<file path="config.mk">
export PLATFORM = sky130hd
export DESIGN_NAME = fp_scale_sequencer_flat
export DESIGN_NICKNAME = d
export VERILOG_FILES = /design/src/rtl/fp_scale_sequencer_if.sv /design/src/rtl/fp_scale_sequencer.sv /design/src/flat_wrapper.sv
export SDC_FILE = /design/constraint.sdc
export NUM_CORES = 1
export LEC_CHECK = 0
export CAP_MARGIN = 0
export CORE_MARGIN = 3
export CORE_UTILIZATION = 50
export CTS_CLUSTER_SIZE = 20
export DETAILED_ROUTE_END_ITERATION = 8
export HOLD_SLACK_MARGIN = 0.12
export PLACE_DENSITY_LB_ADDON = 0.12
export SLEW_MARGIN = 25
export SYNTH_ARGS = -nofsm -noshare
export SYNTH_HDL_FRONTEND = slang
export SYNTH_SLANG_ARGS = --single-unit
</file>
<file path="constraint.sdc">
create_clock -name clk -period 9 [get_ports clk]
set_clock_uncertainty 0.1 [all_clocks]
set_input_delay 1.8 -clock clk [delete_from_list [all_inputs] [get_ports clk]]
set_output_delay 1.8 -clock clk [all_outputs]
set_load 0.005 [all_outputs]
</file>
<file path="src/rtl/fp_scale_sequencer_if.sv">
// ---------------------------------------------------------------------------
// fp_scale_sequencer_if
//   Sample streaming bus for fp_scale_sequencer: an input stream and an output
//   stream of complex IEEE-754 single-precision samples.
//
//   Handshake (both streams): a beat moves on a rising clock edge where
//   valid && ready are both high. The producer holds valid and its data
//   stable until that edge. The consumer may drive ready regardless of
//   valid. out_last marks the final beat of a frame and is meaningful only
//   while out_valid is high.
//
//   Signals
//     in_valid / in_ready        input stream handshake
//     in_re / in_im   [31:0]     input real / imaginary part
//     out_valid / out_ready      output stream handshake
//     out_re / out_im [31:0]     scaled real / imaginary part
//     out_last                   last sample of the frame
//
//   Modports
//     slave  : the scaler (consumes the input stream, produces the output)
//     master : the environment around it
// ---------------------------------------------------------------------------
interface fp_scale_sequencer_if;
  logic        in_valid;
  logic        in_ready;
  logic [31:0] in_re;
  logic [31:0] in_im;
  logic        out_valid;
  logic        out_ready;
  logic [31:0] out_re;
  logic [31:0] out_im;
  logic        out_last;

  modport slave (
    input  in_valid, in_re, in_im, out_ready,
    output in_ready, out_valid, out_re, out_im, out_last
  );

  modport master (
    output in_valid, in_re, in_im, out_ready,
    input  in_ready, out_valid, out_re, out_im, out_last
  );
endinterface

</file>
<file path="src/rtl/fp_scale_sequencer.sv">
// ---------------------------------------------------------------------------
// fp_scale_sequencer
//   Frame-sequenced power-of-two scaler for complex single-precision samples
//   sitting between FFT stages. Each frame of FRAME_LEN samples is divided by
//   2^k by subtracting k from the exponent field; k is captured once when the
//   frame starts. Zero/denormal inputs flush to signed zero, Inf/NaN pass
//   unchanged, and exponents that would reach zero or below flush to signed
//   zero and are counted as underflows.
//
//   Ports
//     clk          clock, rising edge
//     rst_n        asynchronous active-low reset
//     i_start      frame start request, honoured only while idle
//     i_cfg_shift  shift amount k, captured on an accepted start
//     o_busy       frame in progress (RUN or DRAIN)
//     o_done       one-cycle pulse after the frame's last sample has left
//     o_uflow_cnt  underflowed components in the current/last frame (saturating)
//     o_state      FSM state for observation (0 IDLE, 1 RUN, 2 DRAIN)
//     s_if         sample streams (see fp_scale_sequencer_if)
//
//   Parameters
//     FRAME_LEN    complex samples per frame
//     CNT_W        sample counter width, 2^CNT_W >= FRAME_LEN
// ---------------------------------------------------------------------------
module fp_scale_sequencer #(
  parameter int FRAME_LEN = 625,
  parameter int CNT_W     = 10
) (
  input  logic                  clk,
  input  logic                  rst_n,
  input  logic                  i_start,
  input  logic [7:0]            i_cfg_shift,
  output logic                  o_busy,
  output logic                  o_done,
  output logic [15:0]           o_uflow_cnt,
  output logic [1:0]            o_state,
  fp_scale_sequencer_if.slave   s_if
);

  typedef enum logic [1:0] {
    S_IDLE  = 2'd0,
    S_RUN   = 2'd1,
    S_DRAIN = 2'd2
  } state_t;

  state_t           r_state;
  state_t           w_next_state;

  logic [7:0]       r_shift;
  logic [CNT_W-1:0] r_cnt;
  logic [15:0]      r_uflow;
  logic             r_done;
  logic             r_out_valid;
  logic             r_out_last;
  logic [31:0]      r_out_re;
  logic [31:0]      r_out_im;

  logic             w_in_ready;
  logic             w_busy;
  logic             w_accept_start;
  logic             w_in_xfer;
  logic             w_out_xfer;
  logic             w_last_in;
  logic             w_frame_end;
  logic [32:0]      w_re_res;
  logic [32:0]      w_im_res;
  logic [16:0]      w_uflow_sum;
  logic [15:0]      w_uflow_next;

  // Returns {underflow_flag, scaled_value} for one component.
  function automatic logic [32:0] scale_comp(input logic [31:0] x,
                                             input logic [7:0]  k);
    logic [7:0] e;
    e = x[30:23];
    if (e == 8'd0)
      scale_comp = {1'b0, x[31], 31'd0};
    else if (e == 8'hFF)
      scale_comp = {1'b0, x};
    else if (e <= k)
      scale_comp = {1'b1, x[31], 31'd0};
    else
      scale_comp = {1'b0, x[31], e - k, x[22:0]};
  endfunction

  // Handshake decodes.
  assign w_in_xfer   = s_if.in_valid && w_in_ready;
  assign w_out_xfer  = r_out_valid && s_if.out_ready;
  assign w_last_in   = w_in_xfer && (r_cnt == CNT_W'(FRAME_LEN - 1));
  assign w_frame_end = (r_state == S_DRAIN) && w_out_xfer && r_out_last;

  assign w_re_res = scale_comp(s_if.in_re, r_shift);
  assign w_im_res = scale_comp(s_if.in_im, r_shift);

  // Both components can underflow in one beat; one extra bit catches the
  // overflow so the count can pin at all-ones.
  assign w_uflow_sum  = {1'b0, r_uflow} + 17'(w_re_res[32]) + 17'(w_im_res[32]);
  assign w_uflow_next = w_uflow_sum[16] ? 16'hFFFF : w_uflow_sum[15:0];

  // FSM next state and state-derived outputs.
  always_comb begin
    w_next_state   = r_state;
    w_in_ready     = 1'b0;
    w_busy         = 1'b0;
    w_accept_start = 1'b0;
    case (r_state)
      S_IDLE: begin
        if (i_start) begin
          w_accept_start = 1'b1;
          w_next_state   = S_RUN;
        end
      end
      S_RUN: begin
        w_busy     = 1'b1;
        // A sample may enter when the output slot is empty or draining now.
        w_in_ready = !r_out_valid || s_if.out_ready;
        if (w_last_in)
          w_next_state = S_DRAIN;
      end
      S_DRAIN: begin
        w_busy = 1'b1;
        if (w_frame_end)
          w_next_state = S_IDLE;
      end
      default: begin
        w_next_state = S_IDLE;
      end
    endcase
  end

  always_ff @(posedge clk or negedge rst_n) begin
    if (!rst_n)
      r_state <= S_IDLE;
    else
      r_state <= w_next_state;
  end

  // Frame bookkeeping: captured shift, sample counter, underflow count.
  always_ff @(posedge clk or negedge rst_n) begin
    if (!rst_n) begin
      r_shift <= 8'd0;
      r_cnt   <= '0;
      r_uflow <= 16'd0;
      r_done  <= 1'b0;
    end else begin
      r_done <= w_frame_end;
      if (w_accept_start) begin
        r_shift <= i_cfg_shift;
        r_cnt   <= '0;
        r_uflow <= 16'd0;
      end else if (w_in_xfer) begin
        r_cnt   <= r_cnt + CNT_W'(1);
        r_uflow <= w_uflow_next;
      end
    end
  end

  // Single output register stage. A simultaneous in/out transfer keeps the
  // slot full with the new sample.
  always_ff @(posedge clk or negedge rst_n) begin
    if (!rst_n) begin
      r_out_valid <= 1'b0;
      r_out_last  <= 1'b0;
      r_out_re    <= 32'd0;
      r_out_im    <= 32'd0;
    end else begin
      if (w_in_xfer) begin
        r_out_valid <= 1'b1;
        r_out_last  <= w_last_in;
        r_out_re    <= w_re_res[31:0];
        r_out_im    <= w_im_res[31:0];
      end else if (w_out_xfer) begin
        r_out_valid <= 1'b0;
        r_out_last  <= 1'b0;
      end
    end
  end

  assign s_if.in_ready  = w_in_ready;
  assign s_if.out_valid = r_out_valid;
  assign s_if.out_last  = r_out_last;
  assign s_if.out_re    = r_out_re;
  assign s_if.out_im    = r_out_im;

  assign o_busy      = w_busy;
  assign o_done      = r_done;
  assign o_uflow_cnt = r_uflow;
  assign o_state     = r_state;

endmodule
</file>
<file path="src/flat_wrapper.sv">
// flat-port wrapper written by rule: the top's interface ports become plain ports
module fp_scale_sequencer_flat 
#(
  parameter int FRAME_LEN = 625,
  parameter int CNT_W     = 10
)
  (clk, rst_n, i_start, i_cfg_shift, o_busy, o_done, o_uflow_cnt, o_state, s_if_in_valid, s_if_in_re, s_if_in_im, s_if_out_ready, s_if_in_ready, s_if_out_valid, s_if_out_re, s_if_out_im, s_if_out_last);
  fp_scale_sequencer_if s_if_i ();
  input  logic clk;
  input  logic rst_n;
  input  logic i_start;
  input  logic [7:0] i_cfg_shift;
  output logic o_busy;
  output logic o_done;
  output logic [15:0] o_uflow_cnt;
  output logic [1:0] o_state;
  input wire logic [$bits(s_if_i.in_valid)-1:0] s_if_in_valid;
  input wire logic [$bits(s_if_i.in_re)-1:0] s_if_in_re;
  input wire logic [$bits(s_if_i.in_im)-1:0] s_if_in_im;
  input wire logic [$bits(s_if_i.out_ready)-1:0] s_if_out_ready;
  output wire logic [$bits(s_if_i.in_ready)-1:0] s_if_in_ready;
  output wire logic [$bits(s_if_i.out_valid)-1:0] s_if_out_valid;
  output wire logic [$bits(s_if_i.out_re)-1:0] s_if_out_re;
  output wire logic [$bits(s_if_i.out_im)-1:0] s_if_out_im;
  output wire logic [$bits(s_if_i.out_last)-1:0] s_if_out_last;
  assign s_if_i.in_valid = s_if_in_valid;
  assign s_if_i.in_re = s_if_in_re;
  assign s_if_i.in_im = s_if_in_im;
  assign s_if_i.out_ready = s_if_out_ready;
  assign s_if_in_ready = s_if_i.in_ready;
  assign s_if_out_valid = s_if_i.out_valid;
  assign s_if_out_re = s_if_i.out_re;
  assign s_if_out_im = s_if_i.out_im;
  assign s_if_out_last = s_if_i.out_last;
  fp_scale_sequencer #(.FRAME_LEN(FRAME_LEN), .CNT_W(CNT_W)) u_core (.clk(clk), .rst_n(rst_n), .i_start(i_start), .i_cfg_shift(i_cfg_shift), .o_busy(o_busy), .o_done(o_done), .o_uflow_cnt(o_uflow_cnt), .o_state(o_state), .s_if(s_if_i));
endmodule
</file>
# [Word-level counts from Yosys, hierarchy flattened]
# Index checks and enable logic that the tools add are counted.
[totals] out_inout_bits=87 ff_bits=103 elab_cells=60
[classes] eq_ne=8 magnitude_cmp=2 n_addsub=5 muxes=22 reduce_logical=14
[op_table] operator="two-way mux 33 bit" n=6
[op_table] operator="two-way mux 16 bit" n=3
[op_table] operator="two-way mux 10 bit" n=2
[op_table] operator="adder 16 x 1 -> 17 bit" n=1
[op_table] operator="adder 17 x 1 -> 17 bit" n=1
[op_table] operator="== test 8 bit (second input constant)" n=2
[op_table] operator="<= comparator 8 bit" n=2
[op_table] operator="zero test 8 bit" n=2
[op_table] operator="subtractor 8 bit" n=2
[op_table] operator="adder 10 x 1 -> 10 bit (second input constant)" n=1
[op_table] operator="== test 10 bit (second input constant)" n=1
[op_table] operator="two-way mux 1 bit" n=7
[op_table] operator="two-way mux 2 bit" n=3
[op_table] operator="case mux 2 bit (3 select lines)" n=1
[op_table] operator="logical AND 1 bit" n=5
[op_table] operator="inequality test 2 x 1 -> 1 bit (second input constant)" n=2
[op_table] operator="nonzero test 2 bit" n=2
[op_table] operator="AND reduction 3 bit" n=1
[op_table] operator="== test 2 x 1 -> 1 bit (second input constant)" n=1
[op_table] operator="== test 2 bit (second input constant)" n=1
[op_table] operator="zero test 2 bit" n=1
[op_table] operator="inequality test 2 bit (second input constant)" n=1
[op_table] operator="OR reduction 2 bit" n=1
[op_table] operator="zero test 1 bit" n=1
[op_table] operator="logical OR 1 bit" n=1

# [Longest topological paths before layout]
[depth] ltp_word=9 mapped_depth=18 depth_no_buf=15

# [Worst setup path before layout]
# No wires, ideal clock.
[synth_timing] path_kind="input to register" start="input port s_if_in_im[23]" end="register u_core.r_uflow[9], in the netlist u_core.o_uflow_cnt[9]" n_path_buf=3 stages=18 setup_slack_ns=4.100 t_required_ns=8.836 arrival_time_ns=4.736 setup_ns=0.064 path_cell_list="inv_1 > ha_1 > inv_1 > fa_1 > a21oi_1 > o211ai_1 > nand4b_1 > and2_1 > clkbuf_1 > and3_1 > fa_1 > ha_1 > nand3_1 > or3_1 > buf_6 > buf_8 > a41oi_2 > o21a_1"
[synth_between] elab_chain_cells=8
[synth_rtl] item="start: declaration" line="flat_wrapper.sv:19" rtl="input wire logic [$bits(s_if_i.in_im)-1:0] s_if_in_im;"
[synth_rtl] item="<= comparator 8 bit" line="fp_scale_sequencer.sv:79" rtl="else if (e <= k)"
[synth_rtl] item="two-way mux 33 bit" line="fp_scale_sequencer.sv:79"
[synth_rtl] item="two-way mux 33 bit" line="fp_scale_sequencer.sv:77" rtl="else if (e == 8'hFF)"
[synth_rtl] item="two-way mux 33 bit *" line="fp_scale_sequencer.sv:75" rtl="if (e == 8'd0)"
[synth_rtl] item="adder 17 x 1 -> 17 bit *" line="fp_scale_sequencer.sv:96" rtl="assign w_uflow_sum = {1'b0, r_uflow} + 17'(w_re_res[32]) + 17'(w_im_res[32]);"
[synth_rtl] item="two-way mux 16 bit *" line="fp_scale_sequencer.sv:97" rtl="assign w_uflow_next = w_uflow_sum[16] ? 16'hFFFF : w_uflow_sum[15:0];"
[synth_rtl] item="two-way mux 16 bit *" line="fp_scale_sequencer.sv:150" rtl="end else if (w_in_xfer) begin"
[synth_rtl] item="two-way mux 16 bit *" line="fp_scale_sequencer.sv:146" rtl="if (w_accept_start) begin"
[synth_rtl] item="end signal: assignment" line="fp_scale_sequencer.sv:152" rtl="r_uflow <= w_uflow_next;"
[synth_rtl] item="end: declaration" line="fp_scale_sequencer.sv:51" rtl="logic [15:0] r_uflow;"
# Mark *: on every way between the ends. The rest lies on a longest branch, timed or not. The select of a mux whose other input is x is not followed.
# A chain may end at the register's enable or synchronous reset.

# [Final worst setup path]
[layout_timing] start="input port s_if_in_im[23]" end="register u_core.r_uflow[3], in the netlist u_core.o_uflow_cnt[3]"
# Same word-level chain as after synthesis.

==> reports/qor.yml <==
outcome:
  outcome: "complete, no violations"
layout:
  seqCellArea_um2: 2580
  drive_gt1_share_pct: 6.21
  nFillCells: 762
  final_nets: 743
  final_cell_area_um2: 7100
  syn2layout_area_growth_pct: 36.6
  multiInputGateArea_um2: 2430
  antenna_cells: 0
die:
  chipWidth_um: 108
  dieArea_um2: 11600
  dieHeight_um: 108
  initial_core_util_pct: 52.2
  design.core.area_um2: 9950
  num_rows: 36
  ios: 164
placement:
  io_buffers: 163
  globalplace.congestion: 0.914
  dp_hpwl_um: 9930
  place_area_um2: 6910
route:
  drtPass1Iterations: 5
  drtIter0Drc: 338
  wl_per_cell_um: 17.4
  drtAntennaViolNets: 0
  vias_per_cell: 5.80
  num_vias: 4506
  route.detailed.drc: 0
  routed_wl_um: 13500
power_and_ir_drop:
  clkPwrFrac_pct: 14.6
  p_int_w: 0.00121
  pwr-share-seq_pct: 36.0
  pwr-share-comb_pct: 49.4
  p_sw_share_pct: 36.8
  p_leak_nw: 3.02
  powerDensity_nw_per_um2: 270
  vdd_drop_max_v: 0.000149
  power_switching_w: 0.000705
worst_setup_path:
  worstSetupPathType: "in -> reg"
  reg2regPathDepth: 14
  cp.required_ns: 9.17
  reg2reg_from: "u_core.r_shift[0]$_DFFE_PN0P_"
  rrSetupSlack_ns: 4.84
  r2r_end: "u_core.o_uflow_cnt[3]$_DFFE_PN0P_"
  crit_path_start_kind: "input pin"
  worstPathArrival_ns: 5.85
  cp-end-kind: "register"
  path_max_fanout: 17
logic_synthesis:
  synthTopCellsByArea: "dfrtp_1 50%, a22o_1 7.8%, ha_1 5.8%"
  netlist_instances: 487
  synth-seq-cells: 103
  synth_nets: 591
  postSynthAreaPerCell_um2: 10.7
  synthTopCellsByCount: "103 x dfrtp_1, 46 x a22o_1, 46 x nand2_1"
  yosys.area.top_type: "dfrtp_1"
  yosysMostFrequentCell: "dfrtp_1"
  synth_top_flop_cell: "dfrtp_1"
  async_flop_share_pct: 100
  synth_cell_types: 56
  ys_warn_count: 0
  seq_area_frac_synth_pct: 49.6
  synth_top_area_share_pct: 49.6
  synth_edf_count: 0
  synth_area_um2: 5190
cts:
  clock_latency_ns: 0.38
  postCtsSetupBuffers: 0
  cts_hold_buf: 0
  clk_pin_slew_ns: 0.11
  clkSinkCount: 103
  cts_buffers: 9
  cts_tree: "yes"
  clockBufferDepth: 2
  cts_max_level: 3
  clockRootBuffer: "clkbuf_8"
  cts_resized: 0
timing:
  rsz0062_at_grt: "no"
  maxSlewHeadroom_pct: 29.2
  tightest_slew_ns: 1.06
  fmax_mhz: 176
  fin_crit_ns: 5.68
  setup_viol: 0
  post-route-period-util_pct: 63.1
  setup_tns_ns: 0
  slew_viol_final: 0
  hold_violations: 0
global_routing:
  antenna_found_initial: 0
  grt_overflow: 0
  grt_pass1_wl_um: 21600
  grt_max_degree: 61
  grt_pass1_vias: 4267
  grt_usage_pct: 23.4
min_path:
  whs_path_depth: 2
  min_from: "u_core.s_if.out_re[31]$_DFFE_PN0P_"
  worstHoldEndpoint: "u_core.s_if.out_re[31]$_DFFE_PN0P_"
  hold_class: "reg -> reg"
flow_run:
  cap_viol_max_count: 0
per-layer routing:
layer	track usage [%]	part of all wire (%)	vias to the layer above
li1	-	-	2134
met1	32.4	43	2198
met2	37.7	50	158
met3	5.31	6.3	16
met4	5.59	1.3	0
met5	0	0	-
per-stage QoR:
stage                     hold slack [ns]  worst slack, ns  utilization, %  power (W)  instances
after floorplan                     0.370             4.10               -    0.00121        487
after global placement              0.366             3.20            69.3    0.00162        761
after detailed placement            0.374             3.02            69.4    0.00164        761
after CTS                           0.400             3.42            71.3    0.00193        777
after global routing                0.427             3.07            71.3    0.00205        777
final                               0.399             3.32            71.3    0.00192        777
worst max path at each step:
| stage | from | to | slack, ns | cells after the start |
|---|---|---|---|---|
| final | s_if_in_im[23] | u_core.o_uflow_cnt[3]$_DFFE_PN0P_ | 3.32 | 16 |
| after global routing | s_if_in_im[23] | u_core.o_uflow_cnt[3]$_DFFE_PN0P_ | 3.07 | 16 |
| after CTS | s_if_in_im[23] | u_core.o_uflow_cnt[3]$_DFFE_PN0P_ | 3.42 | 16 |
| after detailed placement | s_if_in_im[23] | u_core.o_uflow_cnt[3]$_DFFE_PN0P_ | 3.02 | 16 |
| after global placement | s_if_in_im[23] | u_core.o_uflow_cnt[3]$_DFFE_PN0P_ | 3.20 | 16 |
| after floorplan | s_if_in_im[23] | u_core.o_uflow_cnt[9]$_DFFE_PN0P_ | 4.10 | 18 |
layout make-up:
cell class,instances,area share [%]
Timing Repair Buffer,165,23.2
Clock inverter,7,0.899
Tap cell,133,2.35
Multi-Input combinational cell,336,34.2
Sequential cell,103,36.3
Inverter,24,1.27
Clock buffer,9,1.75
power by group through the flow:
| stage | Clock [W] | Combinational, W | Sequential (W) |
|---|---|---|---|
| floorplan | 0 | 0.000511 | 0.000695 |
| global placement | 0 | 0.000926 | 0.000695 |
| detailed placement | 0 | 0.000947 | 0.000696 |
| CTS | 0.000287 | 0.000951 | 0.000691 |
| global route | 0.000303 | 0.00104 | 0.000709 |
| finish | 0.000280 | 0.000947 | 0.000691 |
state kept, by name, indices dropped and copies added, names as in the netlist:
register,flops
u_core.o_done,1
u_core.o_state,2
u_core.o_uflow_cnt,16
u_core.r_cnt,10
u_core.r_shift,8
u_core.s_if.out_im,32
u_core.s_if.out_last,1
u_core.s_if.out_re,32
u_core.s_if.out_valid,1
critical path, cell delays in order:
cell and delay [ns]:
clkdlybuf4s50_1 0.50, inv_1 0.05, ha_1 0.21, inv_1 0.07
fa_1 0.19, a21oi_1 0.09, o211ai_1 0.21, nand4b_1 0.20
and2_1 0.26, and3_1 0.22, fa_1 0.52, ha_1 0.25
nand3_1 0.13, or3_1 0.53, nand2_1 0.27, o221a_2 0.34
cell usage in the layout, fill, tap and decap left out, types with 4 or more instances in the layout:
cell type	instances
or4_1	4
a21oi_1	22
xnor2_1	12
o311ai_0	7
nor4_1	7
nand3_1	15
and4_1	4
or2_2	5
o21ai_0	18
o221a_2	6
nor2_1	17
a21o_1	4
nand2_1	46
and3_1	7
a22o_1	46
a31oi_1	8
ha_1	24
a221o_1	8
inv_1	24
dfrtp_1	103
o211ai_1	4
and2_1	7
nand4_1	15
clkbuf_8	9
clkdlybuf4s50_1	162
cells by family (layout without fill, tap and decap cells):
group	after synthesis	in the layout	share of synthesized area, %
compound gates	139	139	20.5
xor+xnor	15	15	2.53
fa+ha+maj	27	27	6.94
buf+inv	48	205	4.00
flops	103	103	49.6
mux	3	3	0.626
simple gates	152	152	15.8
Power figures use the tool's default switching activity.
